===== src/rtl/apb_to_axi4lite_bridge_pkg.sv =====
// Shared types and AXI response encodings for the APB4 to AXI4-Lite bridge.
package apb_axi_bridge_pkg;

   typedef enum logic [2:0] {
      IDLE    = 3'd0,
      WR_REQ  = 3'd1,
      WR_RESP = 3'd2,
      RD_REQ  = 3'd3,
      RD_RESP = 3'd4,
      DONE    = 3'd5
   } bridge_state_t;

   localparam logic [1:0] RESP_OKAY   = 2'b00;
   localparam logic [1:0] RESP_EXOKAY = 2'b01;
   localparam logic [1:0] RESP_SLVERR = 2'b10;
   localparam logic [1:0] RESP_DECERR = 2'b11;

   // Only SLVERR and DECERR are reported to the APB side as an error.
   function automatic logic resp_is_err(input logic [1:0] resp);
      return (resp == RESP_SLVERR) || (resp == RESP_DECERR);
   endfunction

endpackage


===== src/rtl/apb_to_axi4lite_bridge.sv =====
// APB4 completer that turns each APB transfer into exactly one AXI4-Lite
// write or read, holding pready low until the AXI response has returned.
module apb_to_axi4lite_bridge
   import apb_axi_bridge_pkg::*;
#(
   parameter int ADDRWIDTH = 32,
   parameter int DATAWIDTH = 32
) (
   input  logic                   aclk,
   input  logic                   aresetn,
   input  logic                   psel,
   input  logic                   penable,
   input  logic                   pwrite,
   input  logic [ADDRWIDTH-1:0]   paddr,
   input  logic [2:0]             pprot,
   input  logic [DATAWIDTH-1:0]   pwdata,
   input  logic [DATAWIDTH/8-1:0] pstrb,
   output logic                   pready,
   output logic [DATAWIDTH-1:0]   prdata,
   output logic                   pslverr,
   output logic [ADDRWIDTH-1:0]   awaddrM,
   output logic [2:0]             awprotM,
   output logic                   awvalidM,
   input  logic                   awreadyM,
   output logic [DATAWIDTH-1:0]   wdataM,
   output logic [DATAWIDTH/8-1:0] wstrbM,
   output logic                   wvalidM,
   input  logic                   wreadyM,
   input  logic [1:0]             brespM,
   input  logic                   bvalidM,
   output logic                   breadyM,
   output logic [ADDRWIDTH-1:0]   araddrM,
   output logic [2:0]             arprotM,
   output logic                   arvalidM,
   input  logic                   arreadyM,
   input  logic [DATAWIDTH-1:0]   rdataM,
   input  logic [1:0]             rrespM,
   input  logic                   rvalidM,
   output logic                   rreadyM
);

   bridge_state_t          state_q, state_d;
   logic [ADDRWIDTH-1:0]   addr_q, addr_d;
   logic [2:0]             prot_q, prot_d;
   logic [DATAWIDTH-1:0]   wdata_q, wdata_d;
   logic [DATAWIDTH/8-1:0] strb_q, strb_d;
   logic                   awvalid_q, awvalid_d;
   logic                   wvalid_q, wvalid_d;
   logic                   arvalid_q, arvalid_d;
   logic                   bready_q, bready_d;
   logic                   rready_q, rready_d;
   logic                   aw_done_q, aw_done_d;
   logic                   w_done_q, w_done_d;
   logic                   pready_q, pready_d;
   logic                   pslverr_q, pslverr_d;
   logic [DATAWIDTH-1:0]   prdata_q, prdata_d;

   logic aw_hs, w_hs;

   assign aw_hs = awvalid_q && awreadyM;
   assign w_hs  = wvalid_q && wreadyM;

   always_comb begin
      state_d   = state_q;
      addr_d    = addr_q;
      prot_d    = prot_q;
      wdata_d   = wdata_q;
      strb_d    = strb_q;
      awvalid_d = awvalid_q;
      wvalid_d  = wvalid_q;
      arvalid_d = arvalid_q;
      bready_d  = bready_q;
      rready_d  = rready_q;
      aw_done_d = aw_done_q;
      w_done_d  = w_done_q;
      pready_d  = 1'b0;
      pslverr_d = pslverr_q;
      prdata_d  = prdata_q;

      case (state_q)
         IDLE: begin
            // Only a setup phase starts work; access phases seen here are stale.
            if (psel && !penable) begin
               addr_d    = paddr;
               prot_d    = pprot;
               wdata_d   = pwdata;
               strb_d    = pstrb;
               prdata_d  = '0;
               pslverr_d = 1'b0;
               if (pwrite) begin
                  state_d   = WR_REQ;
                  awvalid_d = 1'b1;
                  wvalid_d  = 1'b1;
                  aw_done_d = 1'b0;
                  w_done_d  = 1'b0;
               end else begin
                  state_d   = RD_REQ;
                  arvalid_d = 1'b1;
               end
            end
         end
         WR_REQ: begin
            if (aw_hs) begin
               awvalid_d = 1'b0;
               aw_done_d = 1'b1;
            end
            if (w_hs) begin
               wvalid_d = 1'b0;
               w_done_d = 1'b1;
            end
            if ((aw_done_q || aw_hs) && (w_done_q || w_hs)) begin
               state_d  = WR_RESP;
               bready_d = 1'b1;
            end
         end
         WR_RESP: begin
            if (bvalidM && bready_q) begin
               pslverr_d = resp_is_err(brespM);
               bready_d  = 1'b0;
               pready_d  = 1'b1;
               state_d   = DONE;
            end
         end
         RD_REQ: begin
            if (arvalid_q && arreadyM) begin
               arvalid_d = 1'b0;
               rready_d  = 1'b1;
               state_d   = RD_RESP;
            end
         end
         RD_RESP: begin
            if (rvalidM && rready_q) begin
               prdata_d  = rdataM;
               pslverr_d = resp_is_err(rrespM);
               rready_d  = 1'b0;
               pready_d  = 1'b1;
               state_d   = DONE;
            end
         end
         DONE: begin
            state_d = IDLE;
         end
         default: begin
            state_d = IDLE;
         end
      endcase
   end

   always_ff @(posedge aclk or negedge aresetn) begin
      if (!aresetn) begin
         state_q   <= IDLE;
         addr_q    <= '0;
         prot_q    <= '0;
         wdata_q   <= '0;
         strb_q    <= '0;
         awvalid_q <= 1'b0;
         wvalid_q  <= 1'b0;
         arvalid_q <= 1'b0;
         bready_q  <= 1'b0;
         rready_q  <= 1'b0;
         aw_done_q <= 1'b0;
         w_done_q  <= 1'b0;
         pready_q  <= 1'b0;
         pslverr_q <= 1'b0;
         prdata_q  <= '0;
      end else begin
         state_q   <= state_d;
         addr_q    <= addr_d;
         prot_q    <= prot_d;
         wdata_q   <= wdata_d;
         strb_q    <= strb_d;
         awvalid_q <= awvalid_d;
         wvalid_q  <= wvalid_d;
         arvalid_q <= arvalid_d;
         bready_q  <= bready_d;
         rready_q  <= rready_d;
         aw_done_q <= aw_done_d;
         w_done_q  <= w_done_d;
         pready_q  <= pready_d;
         pslverr_q <= pslverr_d;
         prdata_q  <= prdata_d;
      end
   end

   assign pready   = pready_q;
   assign pslverr  = pslverr_q;
   assign prdata   = prdata_q;
   assign awaddrM  = addr_q;
   assign araddrM  = addr_q;
   assign awprotM  = prot_q;
   assign arprotM  = prot_q;
   assign wdataM   = wdata_q;
   assign wstrbM   = strb_q;
   assign awvalidM = awvalid_q;
   assign wvalidM  = wvalid_q;
   assign arvalidM = arvalid_q;
   assign breadyM  = bready_q;
   assign rreadyM  = rready_q;

endmodule

===== config.mk =====
export PLATFORM = sky130hd
export DESIGN_NAME = apb_to_axi4lite_bridge
export DESIGN_NICKNAME = d
export VERILOG_FILES = /design/src/rtl/apb_to_axi4lite_bridge_pkg.sv /design/src/rtl/apb_to_axi4lite_bridge.sv
export SDC_FILE = /design/constraint.sdc
export NUM_CORES = 1
export LEC_CHECK = 0
export BUFFER_PORTS_ARGS = -buffer_cell sky130_fd_sc_hd__clkbuf_2
export CORE_MARGIN = 2
export CORE_UTILIZATION = 44
export DETAILED_ROUTE_END_ITERATION = 7
export PLACE_DENSITY = 0.89
export SLEW_MARGIN = 20
export SYNTH_ARGS = -nofsm -noshare
export SYNTH_HDL_FRONTEND = slang
export SYNTH_SLANG_ARGS = --single-unit

===== constraint.sdc =====
create_clock -name aclk -period 2.2 [get_ports aclk]
set_input_delay 0.11 -clock aclk [delete_from_list [all_inputs] [get_ports aclk]]
set_output_delay 0.11 -clock aclk [all_outputs]
set_load 0.005 [all_outputs]

==> impl_metrics.toml <==
[place]
gp_congestion = 0.836
dp_hpwl_mm = 8.83
place_inst = 676
io_buffers = 259

[floorplanning]
std_cell_rows = 37
die_x_um = 107
fp.dieH_um = 107
start_util_pct = 45.3
die_area_mm2 = 0.0115
io_pins = 262
core-area_mm2 = 0.0104

[global_route]
grt_use_met1_pct = 25.1
grt_pass1_wl_mm = 21.2
track_usage_pct = 24.3
grt_overflow = 0
antenna_found_initial = 1
first_global_vias = 4282
busiest_layer = "met2"
grt_start_max_net_pins = 68
met2_usage_pct = 46.0
met3_usage_pct = 6.60

[synthesis]
synth_common_cells = "dfrtp_1, mux2_2, buf_4"
syn_inst = 329
synth_top_area_share_pct = 61.2
avgSynthCellArea_um2 = 14.3
ys_seq_area_share_pct = 61.2
yosysMostFrequentCell = "dfrtp_1"
syn_nets = 446
async_flop_share_pct = 100
ys_ff_latch = 115
synth_edf_count = 0
synth_top_area_cell = "dfrtp_1"
yosys_warnings = 0
synth_top_flop_cell = "dfrtp_1"
synth_area_leaders = "dfrtp_1, mux2_2, a22o_1"
synth.distinct_cells = 32
syn-cell-area_mm2 = 0.00470

[hold_path]
hp-class = "in2async"

[power_and_ir_drop]
p_total_mw = 10.2
p_seq_share_pct = 38.3
clkPwrFrac_pct = 28.2
internal_power_mw = 7.01
power_frac_comb_pct = 33.5
power_density_mw_per_mm2 = 1340
cellLeakagePower_nw = 3.93
p_sw_share_pct = 31.0
p_switching_mw = 3.15
ir_worst_vdd_v = 0.000781

[worst_setup_path]
path_buf_inv = 2
cpPeakStageDelay_ps = 570
end_kind = "register"
path_delay_family = "buffers and inverters"
crit_chain = "nor3_4 > nand3b_1 > buf_6 > o31ai_2 > dlygate4sd3_1"
arrival_ps = 2520
cp_max_fo = 24
worstPathRequired_ps = 2650
critPathLaunchType = "register"
path_class = "reg2reg"
cp_slowest_cell = "dlygate4sd3_1"

[routing]
vias = 4011
firstDrtPassIters = 4
drt-initial-drc-count = 202
remaining_drc_errors = 0
via_per_inst = 4.89
ant_nets = 0
wl_per_cell_um = 16.8
wl_mm = 13.8

[timing]
worst_pin_slew_ps = 821
fin_crit_sh_pct = 94.1
slew_headroom_pct = 45.2
min_period_ps = 2070
finalHoldViolCount = 0
fin_skew_ps = 9.62
rsz0062_at_grt = "no"
setup_tns_ps = 0
slew_viol_final = 0
setup_viol = 0
fmax_mhz = 483

[final_layout]
drive_above_1_share_pct = 55.1
finalNetCount = 788
syn_to_final_growth_pct = 61.7
instances_no_fill = 821

[clock_network]
clk_latency_ps = 510
clockBufferDepth = 2
cts_buffers = 17
clk_pin_slew_ps = 60
cts_tree = "yes"
h-tree-depth = 4
clock-sinks = 115
root_buffer = "clkbuf_8"

[outcome]
status = "finished, final reports clean"

[job]
drv_cap = 0
## stage by stage
| step | worst slack [ps] | hold slack, ps | area, um2 | utilization (%) |
|---|---|---|---|---|
| 2_1_floorplan | 604 | -186 | 4700 | - |
| 3_3_place_gp | 338 | -0.878 | 5840 | 56.3 |
| 3_5_place_dp | 228 | 17.7 | 5840 | 56.3 |
| 4_1_cts | 46.2 | 3.37 | 7580 | 73.1 |
| 5_1_grt | 22.9 | 19.4 | 7600 | 73.3 |
| 6_report | 129 | 26.7 | 7600 | 73.3 |
## state kept, by name, summed over array words and instances (netlist names), 3 cells and up
name	cells
araddrM	32
prdata	32
wdataM	32
wstrbM	4
arprotM	3
state_q	3
## kinds of logic (layout without fill, tap and decap cells)
family	Yosys count	after routing	share of synthesized area, %
compound gates	54	54	9.21
buf+inv	55	410	8.52
flops	115	115	61.2
mux	72	72	17.3
other cells	0	1	0
simple gates	33	33	3.78
## metal layers
layer | part of all wire [%] | vias to the layer above | wire length [um]
met2 | 55 | 181 | 7630
met4 | 2.2 | 0 | 300
met3 | 5.5 | 25 | 756
met1 | 37 | 1974 | 5110
met5 | 0 | - | 0
li1 | - | 1831 | -
## final timing paths
check	slack, ps	start	cells after the start	endpoint
setup / recovery	130	state_q[0]$_DFFE_PN0P_	5	arvalidM$_DFFE_PN0P_
hold / removal	30	aresetn	2	araddrM[7]$_DFFE_PN0P_
setup reg to reg	130	state_q[0]$_DFFE_PN0P_	5	arvalidM$_DFFE_PN0P_
hold reg to reg	500	prdata[5]$_DFFE_PN0P_	1	prdata[5]$_DFFE_PN0P_
max in group asynchronous	1470	aresetn	3	state_q[1]$_DFFE_PN0P_
min in group aclk	40	rrespM[1]	4	pslverr$_DFFE_PN0P_
## cell usage in the layout (no fill, tap or decap), drive strengths merged, types with 3 or more instances in the layout
cell type / synthesis / layout
clkbuf: 0 / 278
dfrtp: 115 / 115
dlygate4sd3: 0 / 111
mux2: 72 / 72
a22o: 33 / 33
nand2: 16 / 16
buf: 54 / 8
nor2: 6 / 6
a21oi: 4 / 4
bufinv: 0 / 4
clkinv: 0 / 4
a31oi: 3 / 3
o21ai: 3 / 3
clkinvlp: 0 / 3
## area by class of cell
cell class / instances / area, um2
clock buffers: 20 / 445
diodes: 1 / 2.50
multi-input cells: 159 / 1430
repair buffers: 377 / 2490
flip-flops and latches: 115 / 2880
clock inverters: 12 / 179
well taps: 136 / 170
inverters: 1 / 3.75
fillers: 646 / 2770
## what timing repair did
action / 4_1_cts / 5_1_grt
endpoints found under the setup margin: 0 / 1
hold buffers: 111 / 0
buffers inserted: 0 / 1
hold endpoints to repair: 228 / 0
resized for setup: 0 / 4
## power by group through the flow
stage	Combinational [mW]	Clock, mW	Sequential [mW]
floorplan	1.94	0	3.79
finish	3.40	2.87	3.90
detailed placement	3.21	0	3.87
CTS	3.39	2.93	3.86
global route	3.71	3.04	4.01
global placement	3.09	0	3.78
No activity file was read; power rests on OpenSTA's default activity.
